**src/rtl/caravel_clock_gen_mc.sv**
```systemverilog
// Multi-channel clock/reset generator: per-channel pll_clk dividers with glitch-free
// switchover to a synchronised ext_clk, and staged synchronous-deassert channel resets.
//
// state     | meaning
// S_PLL     | clk_out driven by the dividers
// S_P_DRAIN | each channel finishes its high phase, then freezes low
// S_X_WAIT  | all outputs low, waiting for ext_s low
// S_EXT     | clk_out follows ext_s
// S_P_START | one low cycle; counters preset to the low phase, pending divisors applied
module caravel_clock_gen_mc #(
  parameter int NCH         = 2,
  parameter int DIV_W       = 4,
  parameter int RST_STAGES  = 3,
  parameter int SYNC_STAGES = 2
) (
  input  logic                 pll_clk,
  input  logic                 resetb,
  input  logic                 ext_clk,
  input  logic                 ext_clk_sel,
  input  logic [NCH*DIV_W-1:0] div_n,
  input  logic [NCH-1:0]       div_load,
  input  logic                 ext_reset,
  output logic [NCH-1:0]       clk_out,
  output logic [NCH-1:0]       resetb_sync,
  output logic                 src_ext,
  output logic                 switching
);

  localparam int CW = $clog2(RST_STAGES + 1);

  typedef enum logic [2:0] {S_PLL, S_P_DRAIN, S_X_WAIT, S_EXT, S_P_START} state_t;

  state_t                      state_q, state_d;
  logic [SYNC_STAGES-1:0]      ext_sq, sel_sq, rst_sq;
  logic                        ext_s, sel_s, rst_s;
  logic [NCH-1:0][DIV_W-1:0]   cnt_q, cnt_d, div_q, div_d, pend_q, pend_d;
  logic [NCH-1:0][DIV_W-1:0]   neff_w, start_div_w;
  logic [NCH-1:0]              pend_v_q, pend_v_d, frz_q, frz_d;
  logic [NCH-1:0]              clk_out_q, clk_out_d, prev_q, rise_w, high_w, wrap_w;
  logic [NCH-1:0][CW-1:0]      rcnt_q, rcnt_d;
  logic [NCH-1:0]              rsync_q, rsync_d;

  function automatic logic [DIV_W-1:0] eff(input logic [DIV_W-1:0] n);
    return (n < DIV_W'(2)) ? DIV_W'(2) : n;
  endfunction

  assign ext_s = ext_sq[SYNC_STAGES-1];
  assign sel_s = sel_sq[SYNC_STAGES-1];
  assign rst_s = rst_sq[SYNC_STAGES-1];

  for (genvar g = 0; g < NCH; g++) begin : g_ch
    assign neff_w[g]      = eff(div_q[g]);
    assign high_w[g]      = cnt_q[g] < (neff_w[g] >> 1);
    assign wrap_w[g]      = cnt_q[g] == neff_w[g] - DIV_W'(1);
    assign start_div_w[g] = pend_v_q[g] ? pend_q[g] : div_q[g];
  end

  assign rise_w = clk_out_q & ~prev_q;

  always_comb begin
    state_d   = state_q;
    cnt_d     = cnt_q;
    div_d     = div_q;
    pend_d    = pend_q;
    pend_v_d  = pend_v_q;
    frz_d     = '0;
    clk_out_d = '0;
    case (state_q)
      S_PLL:     if (sel_s) state_d = S_P_DRAIN;
      S_P_DRAIN: if (&frz_q) state_d = S_X_WAIT;
      S_X_WAIT:  if (!ext_s) state_d = S_EXT;
      S_EXT:     if (!sel_s && !ext_s) state_d = S_P_START;
      S_P_START: state_d = S_PLL;
      default:   state_d = S_EXT;
    endcase
    for (int i = 0; i < NCH; i++) begin
      case (state_q)
        S_PLL, S_P_DRAIN: begin
          if (state_q == S_P_DRAIN) frz_d[i] = frz_q[i] | ~high_w[i];
          if (!frz_d[i]) begin
            clk_out_d[i] = high_w[i];
            // New divisor only takes effect at a period boundary.
            if (wrap_w[i]) begin
              cnt_d[i] = '0;
              if (pend_v_q[i]) begin
                div_d[i]    = pend_q[i];
                pend_v_d[i] = 1'b0;
              end
            end else begin
              cnt_d[i] = cnt_q[i] + DIV_W'(1);
            end
          end
        end
        S_EXT: clk_out_d[i] = ext_s;
        S_P_START: begin
          div_d[i]    = start_div_w[i];
          pend_v_d[i] = 1'b0;
          cnt_d[i]    = eff(start_div_w[i]) >> 1;
        end
        default: ;
      endcase
      if (div_load[i]) begin
        pend_d[i]   = div_n[i*DIV_W +: DIV_W];
        pend_v_d[i] = 1'b1;
      end
    end
  end

  always_comb begin
    rcnt_d  = rcnt_q;
    rsync_d = '0;
    for (int i = 0; i < NCH; i++) begin
      if (rst_s) begin
        rcnt_d[i] = '0;
      end else begin
        if (rise_w[i] && rcnt_q[i] != CW'(RST_STAGES)) rcnt_d[i] = rcnt_q[i] + CW'(1);
        rsync_d[i] = rcnt_d[i] == CW'(RST_STAGES);
      end
    end
  end

  always_ff @(posedge pll_clk or negedge resetb) begin
    if (!resetb) begin
      state_q   <= S_EXT;
      ext_sq    <= '0;
      sel_sq    <= '1;
      rst_sq    <= '0;
      cnt_q     <= '0;
      div_q     <= {NCH{DIV_W'(2)}};
      pend_q    <= '0;
      pend_v_q  <= '0;
      frz_q     <= '0;
      clk_out_q <= '0;
      prev_q    <= '0;
      rcnt_q    <= '0;
      rsync_q   <= '0;
    end else begin
      state_q   <= state_d;
      ext_sq    <= {ext_sq[SYNC_STAGES-2:0], ext_clk};
      sel_sq    <= {sel_sq[SYNC_STAGES-2:0], ext_clk_sel};
      rst_sq    <= {rst_sq[SYNC_STAGES-2:0], ext_reset};
      cnt_q     <= cnt_d;
      div_q     <= div_d;
      pend_q    <= pend_d;
      pend_v_q  <= pend_v_d;
      frz_q     <= frz_d;
      clk_out_q <= clk_out_d;
      prev_q    <= clk_out_q;
      rcnt_q    <= rcnt_d;
      rsync_q   <= rsync_d;
    end
  end

  assign clk_out     = clk_out_q;
  assign resetb_sync = rsync_q;
  assign src_ext     = state_q == S_EXT;
  assign switching   = (state_q == S_P_DRAIN) || (state_q == S_X_WAIT) || (state_q == S_P_START);

endmodule

```
**config.mk**
```make
export PLATFORM = sky130hd
export DESIGN_NAME = caravel_clock_gen_mc
export DESIGN_NICKNAME = d
export VERILOG_FILES = /design/src/rtl/caravel_clock_gen_mc.sv
export SDC_FILE = /design/constraint.sdc
export NUM_CORES = 1
export LEC_CHECK = 0
export BUFFER_PORTS_ARGS = -buffer_cell sky130_fd_sc_hd__buf_2
export CELL_PAD_IN_SITES_DETAIL_PLACEMENT = 1
export CELL_PAD_IN_SITES_GLOBAL_PLACEMENT = 1
export CORE_ASPECT_RATIO = 1.1
export CORE_MARGIN = 2
export CORE_UTILIZATION = 35
export DETAILED_ROUTE_END_ITERATION = 8
export GPL_TIMING_DRIVEN = 0
export PLACE_DENSITY = 0.59
export SYNTH_ARGS = -nofsm -noshare
export SYNTH_HDL_FRONTEND = slang
export SYNTH_SLANG_ARGS = --single-unit
export TNS_END_PERCENT = 20
```
**constraint.sdc**
```tcl
create_clock -name pll_clk -period 2.8 [get_ports pll_clk]
set_input_delay 0.42 -clock pll_clk [delete_from_list [all_inputs] [get_ports pll_clk]]
set_output_delay 0.42 -clock pll_clk [all_outputs]
set_load 0.01 [all_outputs]
```
* Word-level counts from Yosys, hierarchy flattened
Cells that the tools add are included.
** Storage, ports and cells
- Output and inout port bits :: 6
- Bits of input ports :: 15
- Register bits after elaboration :: 47
- Word-level logic and storage cells :: 127
** Operators by class
- Bitwise operators :: 6
- $add $sub $neg :: 6
- Mux-type cells :: 49
- Equality and inequality tests :: 22
- Order comparisons :: 6
- Reduce and logical (&&, ||, !) cells :: 20
** Operators by type and width (number)
- two-way mux 4 bit :: 14
- one-hot mux 4 bit (2 select lines) :: 4
- inequality test 2 bit, second input constant :: 9
- less-than comparator 4 x 2 -> 1 bit, second input constant :: 4
- two-way mux 1 bit :: 16
- one-hot mux 3 bit (5 select lines) :: 1
- two-way mux 2 bit :: 6
- two-way mux 3 bit :: 4
- inequality test 3 bit, second input constant :: 4
- AND reduction 3 bit :: 4
- adder 4 x 1 -> 4 bit, second input constant :: 2
- == test 4 bit :: 2
- less-than comparator 4 x 3 -> 1 bit :: 2
- one-hot mux 1 bit (2 select lines) :: 4
- subtractor 4 x 1 -> 4 bit, second input constant :: 2
- == test 3 x 2 -> 1 bit, second input constant :: 2
- AND reduction 2 bit :: 3
- nonzero test 3 bit :: 2
- adder 2 x 1 -> 2 bit, second input constant :: 2
- == test 2 bit, second input constant :: 2
- AND reduction 4 bit :: 1
- == test 3 x 1 -> 1 bit, second input constant :: 1
- == test 3 bit, second input constant :: 1
- logical AND 1 bit :: 3
- other kinds (10) :: 14

* Depth between registers and ports, before layout
- Depth in word-level cells :: 10
- Gate-level depth with buffers :: 9
- Gate-level depth less buffers :: 8

* Least setup slack after synthesis
OpenSTA, ideal clock, no wires.
- Kind :: reg2reg
- Start :: register div_q[6] in the netlist's numbering
- End :: register (tool-made name)
- Slack :: 307 ps
- Setup time :: 125 ps
- Data required time :: 2675 ps
- Arrival time :: 2368 ps
- Buffers on the path :: 1
- Clock period less this slack :: 2493 ps
- Cell stages (with the launch flop) :: 9
- Cell sequence :: dfrtp_1 buf_2 o31ai_1 ha_1 xnor2_1 a2111oi_2 a31oi_1 or3b_4 mux2_4
** RTL lines
- start: declaration :: line 36 : logic [NCH-1:0][DIV_W-1:0] cnt_q, cnt_d, div_q, div_d, pend_q, pend_d;
- start signal: assignment :: line 129 : div_q <= {NCH{DIV_W'(2)}};
- start signal: assignment :: line 143 : div_q <= div_d;

==> impl_metrics.toml <==
[worst_setup_path]
cp-end-kind = "flip-flop"
cp_top_family = "compound AO/OA/AOI/OAI gates"
critPathBufInv = 0
cpPeakStageDelay_ns = 0.61
path_cells = "nor2_1, ha_1, xnor2_1, a2111oi_2, a31oi_2, or3b_4, mux2_4"
critPathKind = "flip-flop to flip-flop"
cp-start-kind = "flip-flop"
slowest_stage = "dfstp_2"
worst-path-max-fanout = 6
required_ns = 2.99
cp.arrival_ns = 2.90

[logic_synthesis]
yosys_warnings = 0
synth_top_cell_area_share_pct = 41.9
synth-seq-area-share_pct = 48.3
synthDistinctLibCells = 53
syn-num-nets = 252
synthArstFlopShare_pct = 100
syn_area_sq_mm = 0.00245
synth_edf_count = 0
synth_ff_type = "dfrtp_1"
postSynthAreaPerCell_sq_um = 10.8
synthTopCellsByArea = "dfrtp_1 42%, dfstp_2 6.4%, ha_1 5.1%, mux2_2 4.1%, nor2_1 3.4%"
synthCells = 227
synth_seq_cells = 47
yosysTopAreaCell = "dfrtp_1"

[final_layout]
layout_common_cells = "40 x dfrtp_1, 21 x nor2_1, 20 x buf_2"
fill_cells = 792
utilization_pct = 41.3
layout-drive-gt1-share_pct = 26.1
fin_nets = 285
layout_commonest_cell = "dfrtp_1"
syn_to_final_growth_pct = 16.1
final_cell_count_no_fill = 346
antenna_cells = 0

[pwr]
power.switching_mw = 1.32
irDropWorstVdd_mv = 0.428
comb_power_share_pct = 50.2
p_int_mw = 1.91
p_seq_share_pct = 35.8
p_sw_share_pct = 41.0
power_frac_clock_pct = 14.0
p_per_area_mw_per_mm2 = 1140
p_leak_nw = 1.26

[detailed_routing]
drt_iter0_drc = 68
routed_wl_um = 5420
vias_per_cell = 5.27
drc = 0
drt-pass1-iter-count = 4
antenna_left = 0
avgRoutedWirePerCell_um = 15.7
vias = 1822

[timing]
tightest_slew_ns = 1.07
finalCritPeriodShare_pct = 96.8
rsz0062_at_grt = "yes"
fin_ws_ns = 0.0893
period_minus_slack_ns = 2.71
maxSlewViolCount = 0
setup_viol = 0
skew_ns = 0.00449
slew_headroom_pct = 28.9
clock.fmax_mhz = 369
hold_violations = 0
setup_tns_ns = 0

[cts]
numCtsBuffers = 5
cts_htree_levels = 2
clkSinkCount = 47
insertion_delay_ns = 0.30
cts-root-buf = "clkbuf_8"
cts_buffer_depth = 2
cts_tree = "yes"
postCtsHoldBufs = 0
clkTransAtPathRegs_ns = 0.09

[die]
die_h_um = 91.8
die_area_sq_mm = 0.00769
num_io_pins = 21
start_util_pct = 35.6
die_w_um = 83.8
num_rows = 32
coreArea_sq_mm = 0.00689

[global_route]
top_usage_layer = "met2"
use_met2_pct = 26.5
grt_pass1_wl_um = 9380
gr-usage-met3_pct = 2.16
overflow = 0
grt_max_degree = 48
antenna_found_initial = 0
track_usage_pct = 15.0
gr-usage-met1_pct = 19.2
grt_pass1_vias = 1980

[worst_hold_path]
hold_class = "input port to flip-flop"

[placement]
place_hpwl_um = 3960
io_buffer_count = 20
post-place-ws_ns = 0.0824
placed_cells = 332
finalWeightedCongestion = 0.802

[job]
maxCapViolations = 0

[run_status]
status = "finished, final reports clean"
through the flow:
stage               instance area [sq um]  total power [mW]  hold slack, ns
floorplan                            2450              2.27           0.124
global placement                     2660              2.62           0.336
detailed placement                   2660              2.66           0.336
CTS                                  2760              3.13           0.207
global route                         2850              3.53           0.205
finish                               2850              3.23           0.212
power by group through the flow:
stage	combinational [mW]	sequential, mW	clock [mW]
2_1_floorplan	1.18	1.09	0
3_3_place_gp	1.46	1.16	0
3_5_place_dp	1.49	1.17	0
4_1_cts	1.50	1.16	0.475
5_1_grt	1.84	1.20	0.495
6_report	1.62	1.16	0.454
area by class of cell:
cell class | instances | area, sq um | share of cell area (%)
Multi-Input combinational cell | 163 | 1230 | 43.3
Sequential cell | 47 | 1180 | 41.6
Timing Repair Buffer | 26 | 145 | 5.10
Tap cell | 85 | 106 | 3.74
Clock buffer | 7 | 96.3 | 3.38
Inverter | 12 | 45.0 | 1.58
Buffer | 5 | 27.5 | 0.967
Clock inverter | 1 | 7.51 | 0.264
registers in the layout (all words and copies together), names as in the netlist, named ones only:
signal and cells:
ext_sq 2, prev_q 2, pend_q 8, resetb_sync 2, state_q 3, sel_sq 2, div_q 6, frz_q 2
clk_out 2, rcnt_q 4, cnt_q 8, rst_sq 2, pend_v_q 2
routing by layer:
metal	routed length [um]	part of all wire, %
met1	2440	45
met2	2760	51
met3	165	3.0
met4	46	0.85
met5	0	0
Yosys cell counts (4+ instances only):
cell type and count:
mux2_4 4, dfstp_2 6, mux2_1 4, nand3_1 6
o31ai_1 4, nor2_1 22, o21ai_0 8, xnor2_1 6
mux2i_1 5, a21oi_1 13, mux2_2 9, nand2_1 14
nand2b_1 4, inv_1 11, dfrtp_1 41, ha_1 10
o21ai_1 4
cell families after synthesis:
| group | count (synthesis) | share of synthesized area (%) |
|---|---|---|
| mux | 22 | 10.5 |
| xor+xnor | 10 | 4.19 |
| fa+ha+maj | 10 | 5.10 |
| compound gates | 56 | 15.8 |
| simple gates | 65 | 13.5 |
| flops | 47 | 48.3 |
| buf+inv | 17 | 2.65 |
path summary, 6_finish.rpt:
kind,cells after the start,slack [ns],start,to
hold reg to reg,0,0.36,ext_sq[0]$_DFF_PN0_,ext_sq[1]$_DFF_PN0_
min in group asynchronous,1,0.29,resetb,resetb_sync[0]$_DFF_PN0_
max in group asynchronous,1,1.76,resetb,div_q[7]$_DFFE_PN0P_
hold / removal,1,0.21,ext_clk_sel,sel_sq[0]$_DFF_PN1_
setup reg to reg,7,0.09,div_q[5]$_DFFE_PN1P_,flip-flop
setup / recovery,7,0.09,div_q[5]$_DFFE_PN1P_,flip-flop
repair_timing:
item	4_1_cts	5_1_grt
endpoints found under the setup margin	0	6
endpoints found under the hold margin	0	0
gates resized for setup	0	10
setup buffers	0	6
(Power assumes the default switching activity.)
